===== src/rtl/pwm_duty_serializer_if.sv =====
// Duty-value handshake plus the serial/PWM-counter bus toward the downstream PWM stage.
interface pwm_duty_serializer_if;
    logic [7:0] duty_in;
    logic       duty_valid;
    logic       duty_ready;
    logic       busy;
    logic       ser_out;
    logic       shift_enable;
    logic       load;
    logic [7:0] counter;
    logic       period_start;

    modport master (
        output duty_in, duty_valid,
        input  duty_ready, busy, ser_out, shift_enable, load, counter, period_start
    );

    modport slave (
        input  duty_in, duty_valid,
        output duty_ready, busy, ser_out, shift_enable, load, counter, period_start
    );
endinterface


===== src/rtl/pwm_duty_serializer.sv =====
// Serialises an accepted 8-bit duty value MSB-first, then pulses load (optionally aligned to
// the PWM counter wrap), and owns the shared prescaled free-running PWM counter.
module pwm_duty_serializer #(
    parameter int PRESCALE  = 1,
    parameter int SYNC_LOAD = 1
) (
    input  logic                   clk,
    input  logic                   reset,
    pwm_duty_serializer_if.slave   bus
);
    localparam int PW = (PRESCALE > 1) ? $clog2(PRESCALE) : 1;
    localparam logic [PW-1:0] PCNT_MAX = PW'(PRESCALE - 1);

    typedef enum logic [1:0] {IDLE, SHIFT, WAIT_WRAP, LOAD} state_t;

    state_t        state_reg, state_next;
    logic [7:0]    hold_reg, hold_next;
    logic [2:0]    bit_idx_reg, bit_idx_next;
    logic [PW-1:0] pcnt_reg, pcnt_next;
    logic [7:0]    counter_reg, counter_next;
    logic          ser_reg, ser_next;
    logic          shift_en_reg, shift_en_next;
    logic          load_reg, load_next;
    logic          busy_reg, busy_next;
    logic          period_start_reg;
    logic          tick;
    logic          wrap_next;

    // Prescaler tick and next counter values; wrap_next looks one cycle ahead so the
    // registered load lands exactly in the counter==255 && tick cycle.
    always_comb begin
        tick         = (pcnt_reg == PCNT_MAX);
        pcnt_next    = tick ? '0 : pcnt_reg + PW'(1);
        counter_next = tick ? counter_reg + 8'd1 : counter_reg;
        wrap_next    = (counter_next == 8'hFF) && (pcnt_next == PCNT_MAX);
    end

    // Free-running prescaler, PWM counter and period-start pulse.
    always_ff @(posedge clk or posedge reset) begin
        if (reset) begin
            pcnt_reg         <= '0;
            counter_reg      <= '0;
            period_start_reg <= 1'b0;
        end else begin
            pcnt_reg         <= pcnt_next;
            counter_reg      <= counter_next;
            period_start_reg <= tick && (counter_reg == 8'hFF);
        end
    end

    // Handshake/serialiser next-state logic; outputs are registered one cycle behind the state.
    always_comb begin
        state_next    = state_reg;
        hold_next     = hold_reg;
        bit_idx_next  = bit_idx_reg;
        ser_next      = 1'b0;
        shift_en_next = 1'b0;
        load_next     = 1'b0;
        case (state_reg)
            IDLE: begin
                if (bus.duty_valid) begin
                    hold_next    = bus.duty_in;
                    bit_idx_next = 3'd7;
                    state_next   = SHIFT;
                end
            end
            SHIFT: begin
                shift_en_next = 1'b1;
                ser_next      = hold_reg[bit_idx_reg];
                if (bit_idx_reg == 3'd0) begin
                    state_next = (SYNC_LOAD != 0) ? WAIT_WRAP : LOAD;
                end else begin
                    bit_idx_next = bit_idx_reg - 3'd1;
                end
            end
            WAIT_WRAP: begin
                if (wrap_next) begin
                    load_next  = 1'b1;
                    state_next = IDLE;
                end
            end
            LOAD: begin
                load_next  = 1'b1;
                state_next = IDLE;
            end
            default: state_next = IDLE;
        endcase
        busy_next = (state_next != IDLE);
    end

    // FSM state, held duty value and registered serial-side outputs.
    always_ff @(posedge clk or posedge reset) begin
        if (reset) begin
            state_reg    <= IDLE;
            hold_reg     <= '0;
            bit_idx_reg  <= '0;
            ser_reg      <= 1'b0;
            shift_en_reg <= 1'b0;
            load_reg     <= 1'b0;
            busy_reg     <= 1'b0;
        end else begin
            state_reg    <= state_next;
            hold_reg     <= hold_next;
            bit_idx_reg  <= bit_idx_next;
            ser_reg      <= ser_next;
            shift_en_reg <= shift_en_next;
            load_reg     <= load_next;
            busy_reg     <= busy_next;
        end
    end

    assign bus.duty_ready   = (state_reg == IDLE);
    assign bus.busy         = busy_reg;
    assign bus.ser_out      = ser_reg;
    assign bus.shift_enable = shift_en_reg;
    assign bus.load         = load_reg;
    assign bus.counter      = counter_reg;
    assign bus.period_start = period_start_reg;
endmodule


===== src/flat_wrapper.sv =====
// flat-port wrapper written by rule: the top's interface ports become plain ports
module pwm_duty_serializer_flat 
#(
    parameter int PRESCALE  = 1,
    parameter int SYNC_LOAD = 1
)
  (clk, reset, bus_duty_in, bus_duty_valid, bus_duty_ready, bus_busy, bus_ser_out, bus_shift_enable, bus_load, bus_counter, bus_period_start);
  pwm_duty_serializer_if bus_i ();
  input  logic clk;
  input  logic reset;
  input wire logic [$bits(bus_i.duty_in)-1:0] bus_duty_in;
  input wire logic [$bits(bus_i.duty_valid)-1:0] bus_duty_valid;
  output wire logic [$bits(bus_i.duty_ready)-1:0] bus_duty_ready;
  output wire logic [$bits(bus_i.busy)-1:0] bus_busy;
  output wire logic [$bits(bus_i.ser_out)-1:0] bus_ser_out;
  output wire logic [$bits(bus_i.shift_enable)-1:0] bus_shift_enable;
  output wire logic [$bits(bus_i.load)-1:0] bus_load;
  output wire logic [$bits(bus_i.counter)-1:0] bus_counter;
  output wire logic [$bits(bus_i.period_start)-1:0] bus_period_start;
  assign bus_i.duty_in = bus_duty_in;
  assign bus_i.duty_valid = bus_duty_valid;
  assign bus_duty_ready = bus_i.duty_ready;
  assign bus_busy = bus_i.busy;
  assign bus_ser_out = bus_i.ser_out;
  assign bus_shift_enable = bus_i.shift_enable;
  assign bus_load = bus_i.load;
  assign bus_counter = bus_i.counter;
  assign bus_period_start = bus_i.period_start;
  pwm_duty_serializer #(.PRESCALE(PRESCALE), .SYNC_LOAD(SYNC_LOAD)) u_core (.clk(clk), .reset(reset), .bus(bus_i));
endmodule

===== config.mk =====
export PLATFORM = sky130hd
export DESIGN_NAME = pwm_duty_serializer_flat
export DESIGN_NICKNAME = d
export VERILOG_FILES = /design/src/rtl/pwm_duty_serializer_if.sv /design/src/rtl/pwm_duty_serializer.sv /design/src/flat_wrapper.sv
export SDC_FILE = /design/constraint.sdc
export NUM_CORES = 1
export LEC_CHECK = 0
export ABC_AREA = 0
export BUFFER_PORTS_ARGS = -buffer_cell sky130_fd_sc_hd__buf_4
export CAP_MARGIN = 20
export CORE_AREA = 2 2 52 54
export CTS_CLUSTER_DIAMETER = 150
export CTS_CLUSTER_SIZE = 20
export DETAILED_ROUTE_END_ITERATION = 7
export DIE_AREA = 0 0 54 56
export PLACE_DENSITY_LB_ADDON = 0.08
export SYNTH_ARGS = -nofsm -noshare
export SYNTH_HDL_FRONTEND = slang
export SYNTH_SLANG_ARGS = --single-unit

===== constraint.sdc =====
create_clock -name clk -period 1.6 [get_ports clk]
set_clock_uncertainty 0.05 [all_clocks]
set_input_delay 0.16 -clock clk [delete_from_list [all_inputs] [get_ports clk]]
set_output_delay 0.16 -clock clk [all_outputs]
set_load 0.01 [all_outputs]

==> results of run 1 <==
-- layout make-up --
cell class                 instances  area (um2)  share of cell area
sequential                        26         652               0.417
multi-input combinational         61         546               0.349
timing repair buffer              32         248               0.159
tap                               30        37.5              0.0240
clock inverter                     1        30.0              0.0192
inverter                           7        26.3              0.0168
clock buffer                       3        22.5              0.0144
-- layer usage --
layer | track usage | routed length, um
met2 | 0.220 | 942
met1 | 0.225 | 1010
met3 | 0.0242 | 70
met4 | 0.0643 | 30
met5 | 0 | 0
-- through the flow --
stage | std cells | hold WS, ns | setup WS [ns] | power (mW) | util
after floorplan | 97 | 0.150 | 0.143 | 1.59 | -
after global placement | 153 | 0.185 | 0.162 | 1.77 | 0.608
after detailed placement | 153 | 0.192 | 0.0928 | 1.79 | 0.608
after CTS | 159 | 0.0000384 | 0.0700 | 2.24 | 0.637
after global routing | 160 | 0.00455 | 0.0179 | 2.38 | 0.642
final | 160 | 0.0114 | 0.125 | 2.23 | 0.642
-- cells by family (layout without fill, tap and decap cells) --
family / count (synthesis) / count (layout) / share of synthesized area
XOR/XNOR: 6 / 6 / 0.0421
flip-flops: 26 / 26 / 0.521
AO/OA/AOI/OAI: 13 / 13 / 0.0872
multiplexers: 11 / 11 / 0.144
buffers and inverters: 10 / 43 / 0.0421
adder cells (fa/ha/maj): 4 / 4 / 0.0401
AND/OR/NAND/NOR: 27 / 27 / 0.123
-- path summary, 6_finish.rpt --
kind,end,slack (ns),depth (start not counted)
max reg2reg,u_core.bit_idx_reg[0],0.13,5
max in group asynchronous,u_core.bit_idx_reg[0],0.85,4
min in group asynchronous,u_core.bus.counter[5],0.38,4
max,u_core.bit_idx_reg[0],0.13,5
min,u_core.hold_reg[0],0.01,2
min reg2reg,u_core.hold_reg[5],0.47,1
-- Yosys cell counts (2+ instances only) --
master and count:
a21oi_1 3, a31oi_1 2, buf_4 2, dfrtp_1 26, ha_1 4, inv_1 7
mux2_4 8, nand2_1 4, nand3_1 6, nor2_1 5, nor3_1 2, xnor2_1 2
xor2_1 4
-- worst max-delay path, stage by stage, from the launching register on --
cell and delay [ns]:
dfrtp_2 0.44, inv_1 0.08, ha_1 0.27, a311oi_4 0.36, nor2_1 0.07, a31oi_1 0.15
-- what timing repair did --
item	4_1_cts	5_1_grt
endpoints found under the hold margin	27	1
resized for setup	0	1
hold buffers	2	1
endpoints found under the setup margin	0	2
-- power by group --
part,switching [mW],total [mW],internal [mW]
logic,0.294,0.773,0.479
registers,0.157,1.01,0.856
clock network,0.192,0.445,0.253
==> results.md, run 1 <==
- Largest net degree at the start of global routing: 27
- Fin nets: 146
- DIE WIDTH: 54 um
- Vias in the first global route: 805
- Initial Util: 0.513
- Status: finished, final reports clean
- CTS H-Tree Depth: 1
- DRT iter0 DRCs: 14
- Via density: 5.18
- Maximum vdd ir drop: between 0.0009 and 0.001 V
- Reg-to-reg startpoint: u_core.bit_idx_reg[0]
- Tightest Hold Check Type: primary input to flop
- Average size of a mapped cell: between 10 and 15 um2
- Ports: 25
- Most frequent cells in the layout: buf_4, dfrtp_1, mux2_4, inv_1, nand3_1
- Post-synthesis sequential area ratio: 0.521
- RSZ-0062 raised after global routing: no
- Most common cell after layout, fill and taps aside: buf_4
- Relative slew slack: 0.758
- Clock Tree Buf Depth: 2
- Critical Path AT: 1.67 ns
- Global-route wire length before repair: 3460 um
- Final hold vios: 0
- Pwr Density: 1430 nW/um2
- Port bufs: 24
- Top cells by area, synth: dfrtp_1, mux2_4, ha_1
- Critical path startpoint category: flop
- Crit Path Max Fanout: 5
- Clock Tree Root: clkbuf_4
- CP required: 1.79 ns
- DRT Pass-1 Iters: 4
- Worst-path clk slew: 0.13 ns
- Post-DR wirelength/cell: ~13 um
- Post-CTS Setup Inserts: 0
- Leakage: 0.764 nW
- Fmax: ~680 MHz
- Placeable Area: 2430 um2
- Sink Count: 26
- Post-synth top flop: dfrtp_1
- Fill cell count: 209
- RePlAce Congestion: approximately 0.85
- Placed cell area: between 1000 and 1500 um2
- DP HPWL: around 1500 um
- Hold_sp: bus_duty_in[0]
- Mapped Nets: 112
- Die Y: around 56 um
- Setup CP Type: flop to flop
- Syn Inst Count: slightly below 100
- Total wire length: a little over 2000 um
- Setup violators final: 0
- Yosys cell types: 35
- Max_cap viols: 0
- Die area: just over 3000 um2
- Remaining global-route overflow: 0
- Worst-Skew Late Latency: 0.32 ns
- Share of cells above drive strength 1: 0.392
- # rows: 18
- CTS Buf Count: 3
- CTS tree: built
- Initial antenna violation count: 0
- Via count: 828
- Synth warnings: 0
- Nature of the critical path endpoint: flop
- Synthesized cell area: approximately 1200 um2
- Share of the synthesized area in the top cell type: 0.521
- Antenna-violating nets left: 0
- Worst-Margin Slew: ~0.36 ns
- Layout area overhead: 25.1%
- Final period utilization: 0.922
- CP Launch Point: u_core.bit_idx_reg[0]
- Final Max Slew Viols: 0
- Post-synth EDFFs: 0
- Yosys reg bits: 26
- Area leader, netlist: dfrtp_1
- Gr usage total: 0.153
- Diodes inserted: 0
- Clock period minus worst slack: around 1.5 ns
- Design area: around 1600 um2
- Post-route DRC: 0
- Synth async-reset ratio: 1.00
- Setup TNS: 0 ns
Note: power is estimated with default switching activity, not from simulation.
==> inputs of run 2 (changes only) <==
--- a/config.mk
+++ b/config.mk
@@ -8,11 +8,13 @@
 export ABC_AREA = 0
 export BUFFER_PORTS_ARGS = -buffer_cell sky130_fd_sc_hd__buf_4
 export CAP_MARGIN = 20
-export CORE_AREA = 2 2 52 54
+export CELL_PAD_IN_SITES_DETAIL_PLACEMENT = 1
+export CELL_PAD_IN_SITES_GLOBAL_PLACEMENT = 2
+export CORE_AREA = 2 2 46 90
 export CTS_CLUSTER_DIAMETER = 150
 export CTS_CLUSTER_SIZE = 20
 export DETAILED_ROUTE_END_ITERATION = 7
-export DIE_AREA = 0 0 54 56
+export DIE_AREA = 0 0 48 92
 export PLACE_DENSITY_LB_ADDON = 0.08
 export SYNTH_ARGS = -nofsm -noshare
 export SYNTH_HDL_FRONTEND = slang
==> run 2 against run 1 <==
Compared with the run above: via count rose by 6.5%; hold slack gained 0.055 ns; critical path depth shrank 1; sequential power about the same; clock power decreased by 4.7%; non-clock buffer count rose by 1; flip-flop and latch count unchanged; utilization shrank 22 points; total power grew 1.2%; highest routed layer unchanged.
==> results.md, run 2 (synthesis results as in run 1) <==
- Status: finished, final reports clean
- Global-route wire length before repair: 4590 um (+32%)
- Remaining global-route overflow: 0 (unchanged)
- Fill cell count: 451 (+120%)
- Final hold vios: 0 (unchanged)
- RSZ-0062 raised after global routing: no
- Worst path bufs/invs: 0 (-1)
- Finished Core Util: 0.419 (-0.223)
- Die area: 4420 um2 (+46%)
- Final std cells w/o fill: 182 (+14%)
- Placeable Area: 3800 um2 (+56%)
- Crit Path Max Fanout: 6 (+1)
- Cells along the critical path: ha_1 > o31a_1 > o21ai_1 > a22o_2
- Gr usage total: 0.149 (-0.00346)
- Diodes inserted: 0 (unchanged)
- Worst-Skew Late Latency: 0.27 ns (-0.05 ns)
- DRT iter0 DRCs: 8 (-6)
- Critical Path AT: 1.68 ns (about the same)
- Via density: 4.85 (-6.4%)
- Largest stage delay on the critical path: 0.39 ns (-0.05 ns)
- CTS tree: built
- DIE WIDTH: 48 um (-11%)
- Relative slew slack: 0.746 (-0.0122)
- Hold_sp: bus_duty_in[7]
- Total wire length: 2920 um (+42%)
- Antenna-violating nets left: 0 (unchanged)
- R2R Setup Slk: 0.09 ns (-0.04 ns)
- Pwr Density: 1420 nW/um2 (-0.77%)
- Clock period minus worst slack: 1.51 ns (+0.0365 ns)
- Setup TNS: 0 ns (unchanged)
- Ports: 25 (unchanged)
- Tightest Hold Check Type: primary input to flop
- Post-route DRC: 0 (unchanged)
- Vias in the first global route: 967 (+20%)
- CTS H-Tree Depth: 1 (unchanged)
- CTS Buf Count: 3 (unchanged)
- DP HPWL: 2260 um (+49%)
- Sink Count: 26 (unchanged)
- Final Max Slew Viols: 0 (unchanged)
- Setup ws final: 0.0886 ns (-0.0365 ns)
- Worst-Margin Slew: 0.382 ns (+0.0184 ns)
- Largest net degree at the start of global routing: 27 (unchanged)
- CP required: 1.77 ns (-0.02 ns)
- Most common cell after layout, fill and taps aside: buf_4
- Share of cells above drive strength 1: 0.412 (+0.0199)
- Setup violators final: 0 (unchanged)
- Design Power: 2.26 mW (+1.2%)
- Post-DR wirelength/cell: 16.1 um (+25%)
- Clock Tree Buf Depth: 2 (unchanged)
- Post-Place Cells: 175 (+14%)
- Max_cap viols: 0 (unchanged)
- Most frequent cells in the layout: buf_4, dfrtp_1, mux2_4, inv_1, nand3_1
- Setup CP Type: flop to flop
- # rows: 32 (+14)
- Port bufs: 24 (unchanged)
- Top Family by Delay on Critical Path: compound AO/OA/AOI/OAI gates
- Initial Util: 0.328 (-0.185)
- Maximum vdd ir drop: 0.000606 V (-36%)
- Cell count of the worst reg-to-reg path: 4 (-1)
- Max stage delay cell, worst path: dfrtp_1
- Via count: 882 (+6.5%)
- Layout area overhead: 27.6%
- Nature of the critical path endpoint: flop
- RePlAce Congestion: 0.735 (-13%)
- Reg-to-reg startpoint: u_core.bus.counter[0]
- Clock Tree Root: clkbuf_8
- Fin nets: 147 (+0.68%)
- Initial antenna violation count: 0 (unchanged)
- Min-Delay Endpoint: u_core.hold_reg[7]
- Critical path startpoint category: flop
- Reg-to-Reg End: u_core.bus.load
- Fmax: 662 MHz (-2.4%)
- Leakage: 0.771 nW (+0.93%)
- Final period utilization: 0.945 (+0.0228)
- DRT Pass-1 Iters: 2 (-2)
- Die Y: 92 um (+64%)
- Worst-path clk slew: 0.09 ns (-0.04 ns)
- Place WS: 0.0174 ns (-0.0754 ns)
- Hold Crit Depth: 2 (unchanged)
==> run 2: cell types whose count changed in the layout (fill, tap and decap cells not counted), sizes merged <==
cell,delta
dlygate4sd3,-2
bufinv,-1
clkbuf,+1
buf,+3
==> run 2: worst max path at each step <==
stage	start	endpoint	cells after the start
2_1_floorplan	u_core.bus.counter[0]	u_core.bus.load	4
3_3_place_gp	u_core.bit_idx_reg[0]	u_core.bit_idx_reg[0]	5
3_5_place_dp	u_core.bit_idx_reg[0]	u_core.bit_idx_reg[1]	5
4_1_cts	u_core.bit_idx_reg[0]	u_core.bit_idx_reg[1]	5
5_1_grt	u_core.bus.counter[0]	u_core.bus.load	4
6_report	u_core.bus.counter[0]	u_core.bus.load	4
==> run 2: area by class of cell <==
| cell class | count | area, um2 | share of cell area |
|---|---|---|---|
| Clock buffer | 4 | 55.1 | 0.0346 |
| Inverter | 7 | 26.3 | 0.0165 |
| Multi-Input combinational cell | 61 | 546 | 0.342 |
| Sequential cell | 26 | 652 | 0.409 |
| Tap cell | 51 | 63.8 | 0.0401 |
| Timing Repair Buffer | 33 | 250 | 0.157 |
==> run 2: what timing repair did <==
| action | in CTS | in global routing |
|---|---|---|
| pin swaps | 0 | 1 |
| gates cloned | 0 | 0 |
| setup endpoints to repair | 1 | 2 |
| buffers inserted | 0 | 2 |
| resized for setup | 1 | 0 |
| hold endpoints to repair | 26 | 0 |
| hold buffers | 1 | 0 |
==> run 2: routing by layer <==
layer  part of all wire  track usage
met2               0.61        0.279
met1               0.34        0.141
met4              0.024       0.0698
met3              0.031       0.0217
met5                  0            0
==> run 2: per-stage QoR <==
stage | instance area [um2] | hold slack (ns)
floorplan | 1250 | 0.150
global placement | 1510 | 0.198
detailed placement | 1510 | 0.209
CTS | 1580 | 0.0604
global route | 1590 | 0.0565
finish | 1590 | 0.0659
==> run 2: report_power, final <==
group	total, mW	internal, mW	switching, mW
Sequential	1.03	0.858	0.169
Combinational	0.807	0.500	0.307
Clock	0.424	0.220	0.204
Total	2.26	1.58	0.681
==> inputs of run 3 (changes only) <==
--- a/config.mk
+++ b/config.mk
@@ -19,3 +19,4 @@
 export SYNTH_ARGS = -nofsm -noshare
 export SYNTH_HDL_FRONTEND = slang
 export SYNTH_SLANG_ARGS = --single-unit
+export TNS_END_PERCENT = 50
==> constraint.sdc (replaced) <==
create_clock -name clk -period 1.6 [get_ports clk]
set_clock_uncertainty 0.05 [all_clocks]
set_input_delay 0.08 -clock clk [delete_from_list [all_inputs] [get_ports clk]]
set_output_delay 0.08 -clock clk [all_outputs]
set_load 0.01 [all_outputs]
==> run 3 against run 2 <==
Compared with the run above: combinational power increased by 2%; hold slack better by 0.12 ns; clock power hardly changed; setup slack about the same; critical endpoint unchanged.
==> results.md, run 3 (synthesis results as in run 1) <==
- Status: finished, final reports clean
- Crit Path Max Fanout: 6 (unchanged)
- Global-route wire length before repair: 4780 um (+4.2%)
- CTS H-Tree Depth: 1 (unchanged)
- Setup TNS: 0 ns (unchanged)
- Largest stage delay on the critical path: 0.39 ns (about the same)
- Post-DR wirelength/cell: 15.9 um (-1.0%)
- Via count: 905 (+2.6%)
- Gr usage total: 0.156 (+0.00626)
- # rows: 32 (unchanged)
- RePlAce Congestion: 0.735 (unchanged)
- Post-route DRC: 0 (unchanged)
- Most common cell after layout, fill and taps aside: buf_4
- Initial Util: 0.328 (unchanged)
- Ports: 25 (unchanged)
- Via density: 4.76 (-1.7%)
- CTS tree: built
- Maximum vdd ir drop: 0.000609 V (+0.58%)
- Worst path bufs/invs: 0 (unchanged)
- Clock period minus worst slack: 1.51 ns (+0.0000861 ns)
- Storage element area: 652 um2 (unchanged)
- Setup violators final: 0 (unchanged)
- Placed cell area: 1510 um2 (unchanged)
- Initial antenna violation count: 0 (unchanged)
- CP required: 1.77 ns (about the same)
- Nature of the critical path endpoint: flop
- Die area: 4420 um2 (unchanged)
- Max stage delay cell, worst path: dfrtp_1
- Worst-path clk slew: 0.09 ns (about the same)
- Design area: 1670 um2 (+5.0%)
- Port bufs: 24 (unchanged)
- DP HPWL: 2260 um (unchanged)
- Fmax: 662 MHz (about the same)
- Largest net degree at the start of global routing: 27 (unchanged)
- DRT iter0 DRCs: 10 (+2)
- Final hold vios: 0 (unchanged)
- Area of the multi-input gates: 546 um2 (unchanged)
- Total wire length: 3020 um (+3.3%)
- Die Y: 92 um (unchanged)
- Final Max Slew Viols: 0 (unchanged)
- RSZ-0062 raised after global routing: no
- Clock Tree Root: clkbuf_8
- Fin nets: 155 (+5.4%)
- Worst-Skew Late Latency: 0.27 ns (about the same)
- Pwr Density: 1360 nW/um2 (-4.1%)
- Most frequent cells in the layout: buf_4, dfrtp_1, dlygate4sd3_1, mux2_4, inv_1
- Diodes inserted: 0 (unchanged)
- Fill cell count: 447 (-0.89%)
- Vias in the first global route: 1,008 (+4.2%)
- Placeable Area: 3800 um2 (unchanged)
- Relative slew slack: 0.746 (about the same)
- Clock Tree Buf Depth: 2 (unchanged)
- Tightest Hold Check Type: primary input to flop
- DRT Pass-1 Iters: 2 (unchanged)
- Top Family by Delay on Critical Path: compound AO/OA/AOI/OAI gates
- Leakage: 0.804 nW (+4.3%)
- CTS Buf Count: 3 (unchanged)
- Worst-Margin Slew: 0.381 ns (-0.000808 ns)
- Max_cap viols: 0 (unchanged)
- Final period utilization: 0.945 (about the same)
- Remaining global-route overflow: 0 (unchanged)
- Share of cells above drive strength 1: 0.388 (-0.0237)
- Setup CP Type: flop to flop
- Sink Count: 26 (unchanged)
- Antenna-violating nets left: 0 (unchanged)
- Cells along the critical path: ha_1 > o31a_1 > o21ai_1 > a22o_2
- Critical Path AT: 1.68 ns (about the same)
- Layout area overhead: 34.0%
- Critical path startpoint category: flop
- DIE WIDTH: 48 um (unchanged)
==> run 3: cell types whose count changed in the layout (fill, tap and decap cells not counted), sizes merged <==
cell / before / now
dlygate4sd3: 1 / 9
==> run 3: worst paths after layout <==
kind / start / to / slack, ns / cells past startpoint
worst min register to register: u_core.hold_reg[3] / u_core.hold_reg[3] / 0.47 / 1
min in group asynchronous: reset / u_core.bus.period_start / 0.38 / 4
worst max-delay path: u_core.bus.counter[0] / u_core.bus.load / 0.09 / 4
worst min-delay path: bus_duty_valid / u_core.bus.busy / 0.19 / 4
max in group asynchronous: reset / u_core.bit_idx_reg[0] / 0.84 / 4
worst max register to register: u_core.bus.counter[0] / u_core.bus.load / 0.09 / 4
==> run 3: through the flow <==
| stage | power [mW] | util | hold slack [ns] | worst slack, ns | instances |
|---|---|---|---|---|---|
| after floorplan | 1.59 | - | 0.0700 | 0.143 | 97 |
| after global placement | 1.80 | 0.397 | 0.118 | 0.0993 | 175 |
| after detailed placement | 1.84 | 0.397 | 0.129 | 0.0174 | 175 |
| after CTS | 2.29 | 0.436 | 0.184 | 0.0673 | 188 |
| after global routing | 2.43 | 0.440 | 0.180 | 0.0112 | 190 |
| final | 2.27 | 0.440 | 0.187 | 0.0885 | 190 |
==> run 3: area by class of cell <==
| class | count | share of cell area |
|---|---|---|
| Sequential cell | 26 | 0.390 |
| Timing Repair Buffer | 41 | 0.197 |
| Tap cell | 51 | 0.0381 |
| Multi-Input combinational cell | 61 | 0.326 |
| Inverter | 7 | 0.0157 |
| Clock buffer | 4 | 0.0329 |
==> run 3: power by group <==
part / internal (mW) / switching, mW / leakage [nW]
clock: 0.220 / 0.204 / 0.0288
combinational: 0.513 / 0.312 / 0.467
sequential: 0.858 / 0.168 / 0.309
==> run 3: metal layers <==
| metal | global-route usage | share of wire | vias to the layer above |
|---|---|---|---|
| li1 | - | - | 422 |
| met1 | 0.148 | 0.34 | 461 |
| met2 | 0.292 | 0.61 | 16 |
| met3 | 0.0217 | 0.027 | 6 |
| met4 | 0.0698 | 0.023 | 0 |
| met5 | 0 | 0 | - |
==> run 3: what timing repair did <==
item,in CTS,in global routing
hold buffers,9,0
hold endpoints to repair,34,0
buffers inserted,0,2
resized for setup,1,0
endpoints found under the setup margin,1,2
cloned,0,0
pin swaps,0,1
==> run 3: worst reg2reg max path, stage by stage (launching register included) <==
cell and delay (ns):
dfrtp_1 0.39, ha_1 0.28, o31a_1 0.32, o21ai_1 0.25, a22o_2 0.18
